--- src/rtl/latch_bank_pkg.sv ---
`default_nettype none
// ============================================================================
// Module      : latch_bank_pkg
// Description : Shared types and helpers for the latch_bank channel bank.
//               - latch_act_e   : resolved per-channel latch action
//               - resolve_act() : clear > set > toggle priority resolution
//               - dbc_width()   : debounce counter width for a cycle count
// Revision    : 1.0 - initial release
// ============================================================================
package latch_bank_pkg;

    typedef enum logic [1:0] {
        ACT_NONE = 2'd0,
        ACT_CLR  = 2'd1,
        ACT_SET  = 2'd2,
        ACT_TOG  = 2'd3
    } latch_act_e;

    // Clear dominates set, set dominates toggle.
    function automatic latch_act_e resolve_act(input logic i_clr,
                                               input logic i_set,
                                               input logic i_tog);
        if (i_clr)      return ACT_CLR;
        else if (i_set) return ACT_SET;
        else if (i_tog) return ACT_TOG;
        else            return ACT_NONE;
    endfunction

    // Counter must be able to hold the value DebounceCycles.
    function automatic int dbc_width(input int i_cycles);
        return (i_cycles < 1) ? 1 : $clog2(i_cycles + 1);
    endfunction

endpackage
`default_nettype wire

--- src/rtl/debounce_sync.sv ---
`default_nettype none
// ============================================================================
// Module      : debounce_sync
// Description : One raw input bit: synchroniser chain, debounce filter and
//               rising-edge detector on the debounced level.
// Ports       : clk_i    - clock, rising edge
//               reset_ni - synchronous active-low reset
//               i_raw    - raw asynchronous input bit
//               o_act    - one-cycle pulse on a debounced rising level
// Revision    : 1.0 - initial release
// ============================================================================
module debounce_sync
    import latch_bank_pkg::*;
#(
    parameter int SyncStages     = 2,
    parameter int DebounceCycles = 4
) (
    input  logic clk_i,
    input  logic reset_ni,
    input  logic i_raw,
    output logic o_act
);

    localparam int                c_cnt_w    = dbc_width(DebounceCycles);
    localparam logic [c_cnt_w-1:0] c_cnt_last = c_cnt_w'(DebounceCycles - 1);

    logic [SyncStages-1:0] r_sync;
    logic [c_cnt_w-1:0]    r_cnt;
    logic                  r_stable;
    logic                  r_stable_q;
    logic                  w_synced;

    assign w_synced = r_sync[SyncStages-1];

    always_ff @(posedge clk_i) begin
        if (!reset_ni) begin
            r_sync     <= '0;
            r_cnt      <= '0;
            r_stable   <= 1'b0;
            r_stable_q <= 1'b0;
        end else begin
            r_sync     <= {r_sync[SyncStages-2:0], i_raw};
            r_stable_q <= r_stable;
            if (w_synced == r_stable) begin
                // Any return to the accepted level restarts the count.
                r_cnt <= '0;
            end else if (r_cnt == c_cnt_last) begin
                // This edge makes DebounceCycles differing samples: accept.
                r_stable <= w_synced;
                r_cnt    <= '0;
            end else begin
                r_cnt <= r_cnt + c_cnt_w'(1);
            end
        end
    end

    assign o_act = r_stable & ~r_stable_q;

endmodule
`default_nettype wire

--- src/rtl/latch_bank.sv ---
`default_nettype none
// ============================================================================
// Module      : latch_bank
// Description : Bank of Channels independent set/clear/toggle latches fed by
//               synchronised, debounced raw inputs, with registered
//               rise/fall event pulses per channel.
// Ports       : clk_i    - clock, rising edge
//               reset_ni - synchronous active-low reset
//               set_i    - raw set requests, one per channel
//               clr_i    - raw clear requests, one per channel
//               tog_i    - raw toggle requests, one per channel
//               d_o      - latched channel state
//               rise_o   - one-cycle pulse on first cycle d_o[n] is 1
//               fall_o   - one-cycle pulse on first cycle d_o[n] is 0
// Revision    : 1.0 - initial release
// ============================================================================
module latch_bank
    import latch_bank_pkg::*;
#(
    parameter int Channels       = 4,
    parameter int SyncStages     = 2,
    parameter int DebounceCycles = 4
) (
    input  logic                clk_i,
    input  logic                reset_ni,
    input  logic [Channels-1:0] set_i,
    input  logic [Channels-1:0] clr_i,
    input  logic [Channels-1:0] tog_i,
    output logic [Channels-1:0] d_o,
    output logic [Channels-1:0] rise_o,
    output logic [Channels-1:0] fall_o
);

    localparam int c_paths = 3 * Channels;

    // Path layout: [Channels-1:0] clear, then set, then toggle.
    logic [c_paths-1:0]  w_raw;
    logic [c_paths-1:0]  w_act;
    logic [Channels-1:0] w_next;
    logic [Channels-1:0] r_d;
    logic [Channels-1:0] r_rise;
    logic [Channels-1:0] r_fall;

    assign w_raw = {tog_i, set_i, clr_i};

    generate
        for (genvar p = 0; p < c_paths; p++) begin : g_path
            debounce_sync #(
                .SyncStages     (SyncStages),
                .DebounceCycles (DebounceCycles)
            ) u_debounce_sync (
                .clk_i    (clk_i),
                .reset_ni (reset_ni),
                .i_raw    (w_raw[p]),
                .o_act    (w_act[p])
            );
        end
    endgenerate

    always_comb begin
        w_next = r_d;
        for (int ch = 0; ch < Channels; ch++) begin
            case (resolve_act(w_act[ch], w_act[Channels + ch],
                              w_act[2*Channels + ch]))
                ACT_CLR: w_next[ch] = 1'b0;
                ACT_SET: w_next[ch] = 1'b1;
                ACT_TOG: w_next[ch] = ~r_d[ch];
                default: w_next[ch] = r_d[ch];
            endcase
        end
    end

    // Pulses come from next-vs-current so they align with the new level.
    always_ff @(posedge clk_i) begin
        if (!reset_ni) begin
            r_d    <= '0;
            r_rise <= '0;
            r_fall <= '0;
        end else begin
            r_d    <= w_next;
            r_rise <= w_next & ~r_d;
            r_fall <= ~w_next & r_d;
        end
    end

    assign d_o    = r_d;
    assign rise_o = r_rise;
    assign fall_o = r_fall;

endmodule
`default_nettype wire
--- config.mk ---
export PLATFORM = sky130hd
export DESIGN_NAME = latch_bank
export DESIGN_NICKNAME = d
export VERILOG_FILES = /design/src/rtl/latch_bank_pkg.sv /design/src/rtl/debounce_sync.sv /design/src/rtl/latch_bank.sv
export SDC_FILE = /design/constraint.sdc
export NUM_CORES = 1
export LEC_CHECK = 0
export CAP_MARGIN = 20
export CELL_PAD_IN_SITES_DETAIL_PLACEMENT = 1
export CELL_PAD_IN_SITES_GLOBAL_PLACEMENT = 1
export CORE_MARGIN = 2
export CORE_UTILIZATION = 30
export DETAILED_ROUTE_END_ITERATION = 16
export PLACE_DENSITY = 0.6
export SYNTH_ARGS = -nofsm -noshare
export SYNTH_HDL_FRONTEND = slang
export SYNTH_HIERARCHICAL = 1
export SYNTH_SLANG_ARGS = --single-unit
--- constraint.sdc ---
create_clock -name clk_i -period 1.05 [get_ports clk_i]
set_input_delay 0.21 -clock clk_i [delete_from_list [all_inputs] [get_ports clk_i]]
set_output_delay 0.21 -clock clk_i [all_outputs]
set_load 0.005 [all_outputs]
==> impl_summary.md, run 1 <==
Outcome
The flow ran to the end, but the final reports show violations. The final reports fail on negative setup slack.

Die
The x dimension of the die is 111.1 µm. The vertical die dimension is about 110 µm. The number of rows created at floorplan is 39. The die covers about 12000 µm².

The core region is 11320 µm². Once the floorplan was initialized, standard cells occupied 30.42% of the core. The count of boundary I/O pins is 26.

Clock tree
The TritonCTS clock tree is built. Clock latency on the worst-skew pair, taken at its later pin, is 330 ps. The H-tree was split into 3 levels.

The clock-pin transition on the worst setup and hold timing paths is 60 ps. The number of hold buffers added after CTS was 0. The tree built by TritonCTS fans out to 96 sinks.

The clock root buffer is clkbuf_16. The number of buffers on the longest clock path is 2. In this run, CTS created clock tree buffers numbering 9.

Power and ir drop
The combinational share of power is 3.2%. The switching share of power is 19.26%. Cell internal power was estimated by the tool at slightly above 0.006 W.

IR analysis of the VDD net gives a maximum drop of 0.6406 mV. Sequential cells account for between 40% and 50% of the total power. For this design the total switching power over the nets is 0.001470 W. The power density of the placed cells is 1548 nW/µm². The leakage power summed over all cells is 1.816 nW. The clock share of power is 47.9%.

The overall power after layout is roughly 0.0076 W.

STA
The sum of negative setup slack is -19.19 ps. For the pin with the worst max-slew slack, the measured transition is 345.9 ps. On the final layout, the worst clock skew is ~2.3 ps. In this run the tightest slew margin relative to its limit is between 70% and 80%.

The setup violation total in the final timing report is 3. The post-layout worst setup margin is -14.88 ps. The smallest clock period supported by the final layout is computed as 1065 ps.

The number of hold violations in the final report is 0. The maximum frequency from static timing analysis is 0.9391 GHz. The number of slew-limit violations in the final report is 0. The post-route fraction of the period consumed by the critical path is 101.4%. Setup repair after global routing could not meet its margin everywhere.

Setup path
Along the worst path, the maximum fanout reaches 2. The largest individual stage delay along the critical path comes from the cell dfxtp_2. The worst reg-to-reg path cell count is 3.

At the worst endpoint, the arrival time is 1310 ps. Data on the critical path is required at its endpoint by 1300 ps. STA classifies the critical path startpoint as a flop.

The worst setup path category is reg2reg. The critical path goes through ha_4 -> ha_4 -> nor4b_2. The most used cell along the critical path is ha_4.

STA classifies the critical path endpoint as a flop. The largest single stage delay on the critical path is around 340 ps.

Synth
In the synthesized netlist, mux cells make up 3.488% of the area. The post-synthesis compound-gate area fraction is 1.744%. The synthesized netlist cell count is ~280. The number of synthesized register bits is 96. The number of enable-type register cells in the synthesized netlist is 0. Sequential elements use 55.81% of the synthesized area. The async set or reset register ratio after synthesis is 0%.

After synthesis the cells add up to 3443 µm². Synthesis produced a netlist with a net count of 322. The number of warnings issued by yosys is 6. The share of the synthesized netlist area taken by xor and xnor gates is 4.070%.

The synthesized netlist devotes 8.721% of its cell area to adder and majority cells. The number of distinct library cells after synthesis is 14. The largest family of logic cells by synthesized area is simple AND/OR/NAND/NOR gates. The per-instance average area after synthesis is about 12 µm².

The synthesized netlist devotes 24.42% of its cell area to simple gates. The most used flip-flop cell after synthesis is dfxtp_1.

Global routing
The initial antenna violation count is 0. The via count of the first global-routing pass is 2168. In the global route stage, overall resource usage came out at 9.682%. Entering global routing, the biggest net connects 53 pins. Global routing finished with a remaining overflow of 0. The first global-routing pass estimated 9715 µm of wire.

Routing
The number of iterations in the first detailed-routing pass is 4. For this run, design rule violations remaining after detail routing come to 0. The number of nets with antenna violations after routing is 0.

In the final routed layout, each cell accounts on average for ~12 µm. Detailed routing inserted a total of between 2000 and 2500 vias. In this run, the number of DRC markers left after iteration 0 of detailed routing was 34. The routed design has 5786 µm of wire. After detailed routing, the number of vias per cell comes to 4.441.

Flow run
The number of violations of the max-capacitance limit is 0.

Finish
The final antenna diode count is 0. The count of non-filler cells in the finished layout is 483. After the last flow step, the layout net total stands at 373. In the final layout, the multi-input gates occupy 2077 µm². The design area is 4930 µm². After filler insertion, the fill cell instance count of the layout stands at 1174. The area growth from synthesis to layout is 43.17%. The area taken by flip-flops and latches is around 2000 µm². The share of final-layout standard cells stronger than drive strength 1 is 45.59%.

Place
The count of placed standard cells including taps is 462. The total cell area at the placement stage is 3985 µm². At the end of routability-driven placement, the weighted congestion stood at 0.6570.

The total of buffers placed on input and output ports is 25. The HPWL after detailed placement is 3430 µm.

Hold path
The min-delay analysis places its worst path in the category in2reg. The worst hold path was traced through 2 stages.
-- cells in the final DEF (no fill, tap or decap), types with 12 or more instances in the layout --
cell type	netlist	final
and2_1	36	36
and4bb_2	12	12
buf_2	0	13
buf_4	0	14
clkdlybuf4s50_1	0	12
dfxtp_1	96	66
dfxtp_2	0	27
ha_4	0	24
inv_1	16	16
mux2i_1	12	12
nor2b_1	28	20
nor4b_2	0	16
xnor2_2	0	12
-- critical path: cells and delay by family, from the launching register on --
family / cells / cell delay, ps
adders and majority gates: 2 / 370
and+or+nand+nor: 1 / 270
DFF: 1 / 340
-- timing repair --
action / in CTS / in global routing
buffers inserted: 2 / 3
cloned: 0 / 0
pin swaps: 17 / 14
resized for setup: 123 / 45
endpoints found under the setup margin: 61 / 46
-- metrics by stage --
step / hold slack (ps) / worst slack, ps / util, %
floorplan: 331.7 / 6.085 / -
global placement: 416.1 / -31.85 / 35.20
detailed placement: 422.4 / -100.3 / 35.20
CTS: 175.8 / 2.540 / 41.14
global route: 194.4 / -63.65 / 43.55
finish: 179.1 / -14.88 / 43.55
-- routing by layer --
layer	track usage (%)	wire length (µm)
met4	5.432	130
met2	15.34	2744
met5	0	0
met1	11.75	2731
met3	2.898	179
-- worst paths after layout --
path,slack (ps),from,end
min,180,reset_ni,g_path[2].u_debounce_sync/r_sync[0]
max,-10,g_path[6].u_debounce_sync/r_cnt[0],g_path[6].u_debounce_sync/r_cnt[2]
max reg2reg,-10,g_path[6].u_debounce_sync/r_cnt[0],g_path[6].u_debounce_sync/r_cnt[2]
min reg2reg,430,g_path[1].u_debounce_sync/r_sync[0],g_path[1].u_debounce_sync/r_sync[1]
-- power by group through the flow --
stage	clock network, W	registers [W]	logic, W
2_1_floorplan	0	0.00380	0.0000878
3_3_place_gp	0	0.00380	0.000197
3_5_place_dp	0	0.00381	0.000201
4_1_cts	0.00377	0.00373	0.000219
5_1_grt	0.00393	0.00373	0.000275
6_report	0.00366	0.00373	0.000245
-- registers in the layout, indices dropped and copies added (netlist names) --
register,count
g_path.u_debounce_sync/r_cnt,36
d_o,4
g_path.u_debounce_sync/r_sync,24
fall_o,4
g_path.u_debounce_sync/r_stable_q,12
g_path.u_debounce_sync/r_stable,12
rise_o,4
-- synthesized netlist by cell type, types with 12 or more instances --
library cell / instances / share of area [%]
xnor2_1: 16 / 4.1
and2_1: 36 / 6.5
dfxtp_1: 96 / 56
nor4b_1: 24 / 6.1
ha_1: 24 / 8.7
and4bb_2: 12 / 4.4
mux2i_1: 12 / 3.5
inv_1: 16 / 1.7
nor2b_1: 28 / 5.1
-- kinds of logic after synthesis --
logic type,after synthesis
buffers and inverters,16
and+or+nand+nor,112
muxes,12
AOI/OAI and AO/OA,8
xor gates and xnor gates,16
adders and majority gates,24
DFF,96
-- cell type report --
cell class / count / area share [%]
repair buffers: 40 / 6.294
inverters: 16 / 1.218
multi-input cells: 172 / 42.13
clock inverters: 6 / 2.183
clock buffers: 10 / 4.645
flip-flops and latches: 96 / 39.90
well taps: 143 / 3.629
Note: power is estimated with default switching activity, not from simulation.
==> run 2: changes to the inputs <==
--- a/config.mk
+++ b/config.mk
@@ -8,10 +8,12 @@
 export CAP_MARGIN = 20
 export CELL_PAD_IN_SITES_DETAIL_PLACEMENT = 1
 export CELL_PAD_IN_SITES_GLOBAL_PLACEMENT = 1
+export CORE_ASPECT_RATIO = 0.75
 export CORE_MARGIN = 2
 export CORE_UTILIZATION = 30
 export DETAILED_ROUTE_END_ITERATION = 16
 export PLACE_DENSITY = 0.6
+export RECOVER_POWER = 50
 export SYNTH_ARGS = -nofsm -noshare
 export SYNTH_HDL_FRONTEND = slang
 export SYNTH_HIERARCHICAL = 1
==> run 2 against run 1 <==
  * The run still ends with negative setup slack left
  * Via count fell by 2.1%
  * Non-clock buffer count increased by 1
  * First-iteration DRC count up 100%
  * Sequential cell count is the same
  * Sequential share of layout area shrank 0.15 points
  * Design area grew 0.30%
  * Count of clock-buffer cells in the layout increased by 4
  * Core utilization increased by 1.1 points
  * Critical path depth increased by 1
  * Hold slack better by 170 ps
  * Total power is 5.6% lower
  * Largest power group unchanged
  * Highest routed layer unchanged
==> impl_summary.md, run 2 (synthesis gave the netlist of run 1 again) <==
Setup path
The data arrival time of the worst path is 1290 ps (-20 ps). In this design, the largest share of critical-path delay is due to flip-flops. The slowest stage of the critical path is the dfxtp_2 cell. The critical path goes through ha_4 -> ha_4 -> mux2i_1 -> nor2b_1.

STA classifies the critical path startpoint as a flop. The maximum fanout along the worst path is 4 (+2). The critical path required time is 1280 ps (-20 ps). The buffer and inverter count on the worst path is 0 (unchanged).

The slack of the worst reg-to-reg path is -20 ps (about the same). The largest stage delay on the critical path is 350 ps (about the same). The worst reg-to-reg path cell count is 4 (+1).

The worst setup path is of the reg2reg kind. The type of destination of the critical path is a flop. The endpoint identified for the worst register-to-register timing path is g_path[7].u_debounce_sync/r_stable. The beginning of the worst register-to-register path is g_path[7].u_debounce_sync/r_cnt[0]. The instance count on the critical path is 4 (+1). In this run the worst setup path terminates at g_path[7].u_debounce_sync/r_stable. By instance count, the cell type seen most on the critical path is ha_4.

The critical path startpoint is g_path[7].u_debounce_sync/r_cnt[0].

STA
The post-layout worst setup margin was -19.15 ps (-4.272 ps). The pin slew with the least headroom to its limit is 352.1 ps (+6.161 ps). The hold slack is 346.5 ps (+167.4 ps). The maximum frequency from static timing analysis was 0.9353 GHz (-0.40%). Setup repair after global routing could not meet its margin everywhere. The shortest clock period the worst path allows after layout came to 1069 ps (+4.272 ps).

The setup violation total in the final timing report is 3 (unchanged). The post-route fraction of the period consumed by the critical path is 101.8% (+0.41 points). The number of slew-limit violations in the final report was 0 (unchanged). The number of hold violations in the final report is 0 (unchanged). The final worst clock skew came to 2.623 ps (+0.2920 ps). The worst slew margin relative to its limit is 76.36% (-0.47 points).

Routing
The violation count after the first detailed-routing iteration came to 69 (+100%). The total number of vias is 2101 (-2.1%). The remaining routing DRC violations is 0 (unchanged). The number of iterations in the first detailed-routing pass is 5 (+1). The number of nets with antenna violations after routing was 0 (unchanged). The average wire per standard cell came to 12.16 µm (+1.5%).

The total length of routed wires is 5847 µm (+1.1%). The routed via count divided by cell count came to 4.368 (-1.6%).

Global routing
The first-pass GRT wire length came to 9646 µm (-0.71%). The global router's overall resource usage came to 9.759% (+0.078 points). The maximum number of pins on one net before global-route repair was 57 (+7.5%). The remaining global-route overflow is 0 (unchanged). The initial antenna violation count came to 0 (unchanged). The via count of the first global-routing pass is 2194 (+1.2%).

Finish
The total number of nets in the final design is 374 (+0.27%). The flip-flop count of the largest register after layout came to 36 (unchanged). The end-of-flow core utilization is 44.69% (+1.1 points).

The number of fill cells in the layout is 1128 (-3.9%). The largest registers in the layout are g_path.u_debounce_sync/r_cnt: 36 flops, g_path.u_debounce_sync/r_sync: 24 flops. The share of final-layout standard cells stronger than drive strength 1 was 43.99% (-1.6 points).

Leaving out fill and tap cells, the most frequent cells in the layout are dfxtp_1 (71), ha_4 (24), and2_1 (24), nor2b_1 (23), dfxtp_2 (20). The most common cell after layout, fill and taps aside is dfxtp_1. The final antenna diode count was 0 (unchanged).

The most flop-heavy register is g_path.u_debounce_sync/r_cnt. The layout-stage area growth over the synthesis result is 43.60%.

Outcome
The flow ran to the end, but the final reports show violations. The final reports fail on negative setup slack.

Die
The vertical die dimension is 96.78 µm (-13%). The placeable core region is 11070 µm² (-2.3%). The number of rows created at floorplan is 33 (-15%). The full die area was 12360 µm² (about the same). The count of boundary I/O pins came to 26 (unchanged). The x dimension of the die was 127.7 µm (+15%).

The effective utilization at floorplan is 31.12% (+0.70 points).

Hold path
The tightest min-delay check is of the in2reg type.

Power and ir drop
The proportion of power drawn by flip-flops and latches came to 51.8% (+2.9 points). The switching share of power is 20.01% (+0.75 points). The switching power of the nets is 0.001441 W (-2.0%). The power density of the placed cells was 1457 nW/µm² (-5.9%).

The leakage power summed over all cells is 1.820 nW (+0.22%). The cell internal power dissipation came to 0.005763 W (-6.5%). The combinational share of power is 3.5% (+0.3 points). The worst supply voltage drop on vdd is 0.6647 mV (+3.7%). The clock share of power is 44.7% (-3.2 points).

Place
The worst setup slack before clock tree synthesis came to -91.28 ps (+8.982 ps). The half-perimeter wire length after placement was 3476 µm (+1.3%). The final weighted congestion of routability-driven global placement is 0.6591 (+0.32%).

The total of buffers placed on input and output ports was 25 (unchanged).

Clock tree
The CTS H-tree depth is 3 (unchanged). TritonCTS built the clock tree. The clock-pin transition on the worst setup and hold timing paths was 60 ps (about the same). The number of buffers inserted by hold repair at cts is 0 (unchanged).

The later-pin clock latency in the skew report is 330 ps (about the same). The clock root buffer is clkbuf_16. The number of buffers on the longest clock path came to 2 (unchanged). The clock buffer count from CTS is 9 (unchanged).

The total number of clock tree sinks is 96 (unchanged).

Flow run
The number of violations of the max-capacitance limit came to 0 (unchanged).
==> run 2: cell types whose count changed in the layout (fill, tap and decap cells not counted), sizes merged <==
cell	previous run	this run
buf	28	29
clkdlybuf4s50	12	3
clkbuf	10	14
bufinv	3	0
clkinvlp	1	0
dlygate4sd3	0	9
==> run 2: worst min path at each step <==
| stage | from | endpoint | slack, ps | cells past startpoint |
|---|---|---|---|---|
| floorplan | reset_ni | g_path[0].u_debounce_sync/r_sync[0] | 330 | 1 |
| global placement | g_path[0].u_debounce_sync/r_sync[0] | g_path[0].u_debounce_sync/r_sync[1] | 410 | 1 |
| detailed placement | g_path[2].u_debounce_sync/r_sync[0] | g_path[2].u_debounce_sync/r_sync[1] | 420 | 1 |
| CTS | reset_ni | g_path[3].u_debounce_sync/r_stable | 340 | 3 |
| global route | reset_ni | g_path[3].u_debounce_sync/r_cnt[0] | 340 | 3 |
| finish | reset_ni | g_path[3].u_debounce_sync/r_cnt[0] | 350 | 3 |
==> run 2: repair_timing <==
action                                  CTS  global route
setup buffers                             0             7
hold endpoints to repair                  0             0
endpoints found under the setup margin   60            43
gates resized for setup                 122            45
pin swaps                                 9            19
==> run 2: worst reg2reg max path: cells and delay by family (launching register included) <==
kind	cells	cell delay [ps]
adder cells (fa/ha/maj)	2	300
AND/OR/NAND/NOR	1	70
flip-flops	1	350
multiplexers	1	240
==> run 2: cell type report <==
| class | count | area [µm²] | area share (%) |
|---|---|---|---|
| well taps | 140 | 175.2 | 3.543 |
| clock inverters | 2 | 10.01 | 0.2024 |
| clock buffers | 14 | 294.0 | 5.946 |
| multi-input cells | 172 | 2110 | 42.66 |
| repair buffers | 41 | 330.3 | 6.680 |
| flip-flops and latches | 96 | 1966 | 39.75 |
| inverters | 16 | 60.06 | 1.215 |
==> run 2: layer usage <==
layer	vias up	wire (µm)	share of wire, %	global-route usage, %
met5	-	0	0	0
met4	0	86	1.5	4.057
met3	8	238	4.1	4.148
met2	25	2711	46	16.04
met1	991	2811	48	11.12
li1	1077	-	-	-
==> run 2: stage by stage <==
step	total power, W	TNS, ps	cells	cell area (µm²)
2_1_floorplan	0.003887	0	284	3473
3_5_place_dp	0.004013	-2150	458	3986
5_1_grt	0.007521	-695.0	481	4945
3_3_place_gp	0.004004	-503.1	458	3986
6_report	0.007205	-28.78	481	4945
4_1_cts	0.007327	-17.74	474	4628
==> run 2: power groups by stage <==
stage	Sequential (W)	Combinational [W]	Clock, W
finish	0.00373	0.000251	0.00322
global placement	0.00380	0.000200	0
detailed placement	0.00381	0.000207	0
floorplan	0.00380	0.0000878	0
global route	0.00373	0.000279	0.00351
CTS	0.00373	0.000227	0.00337
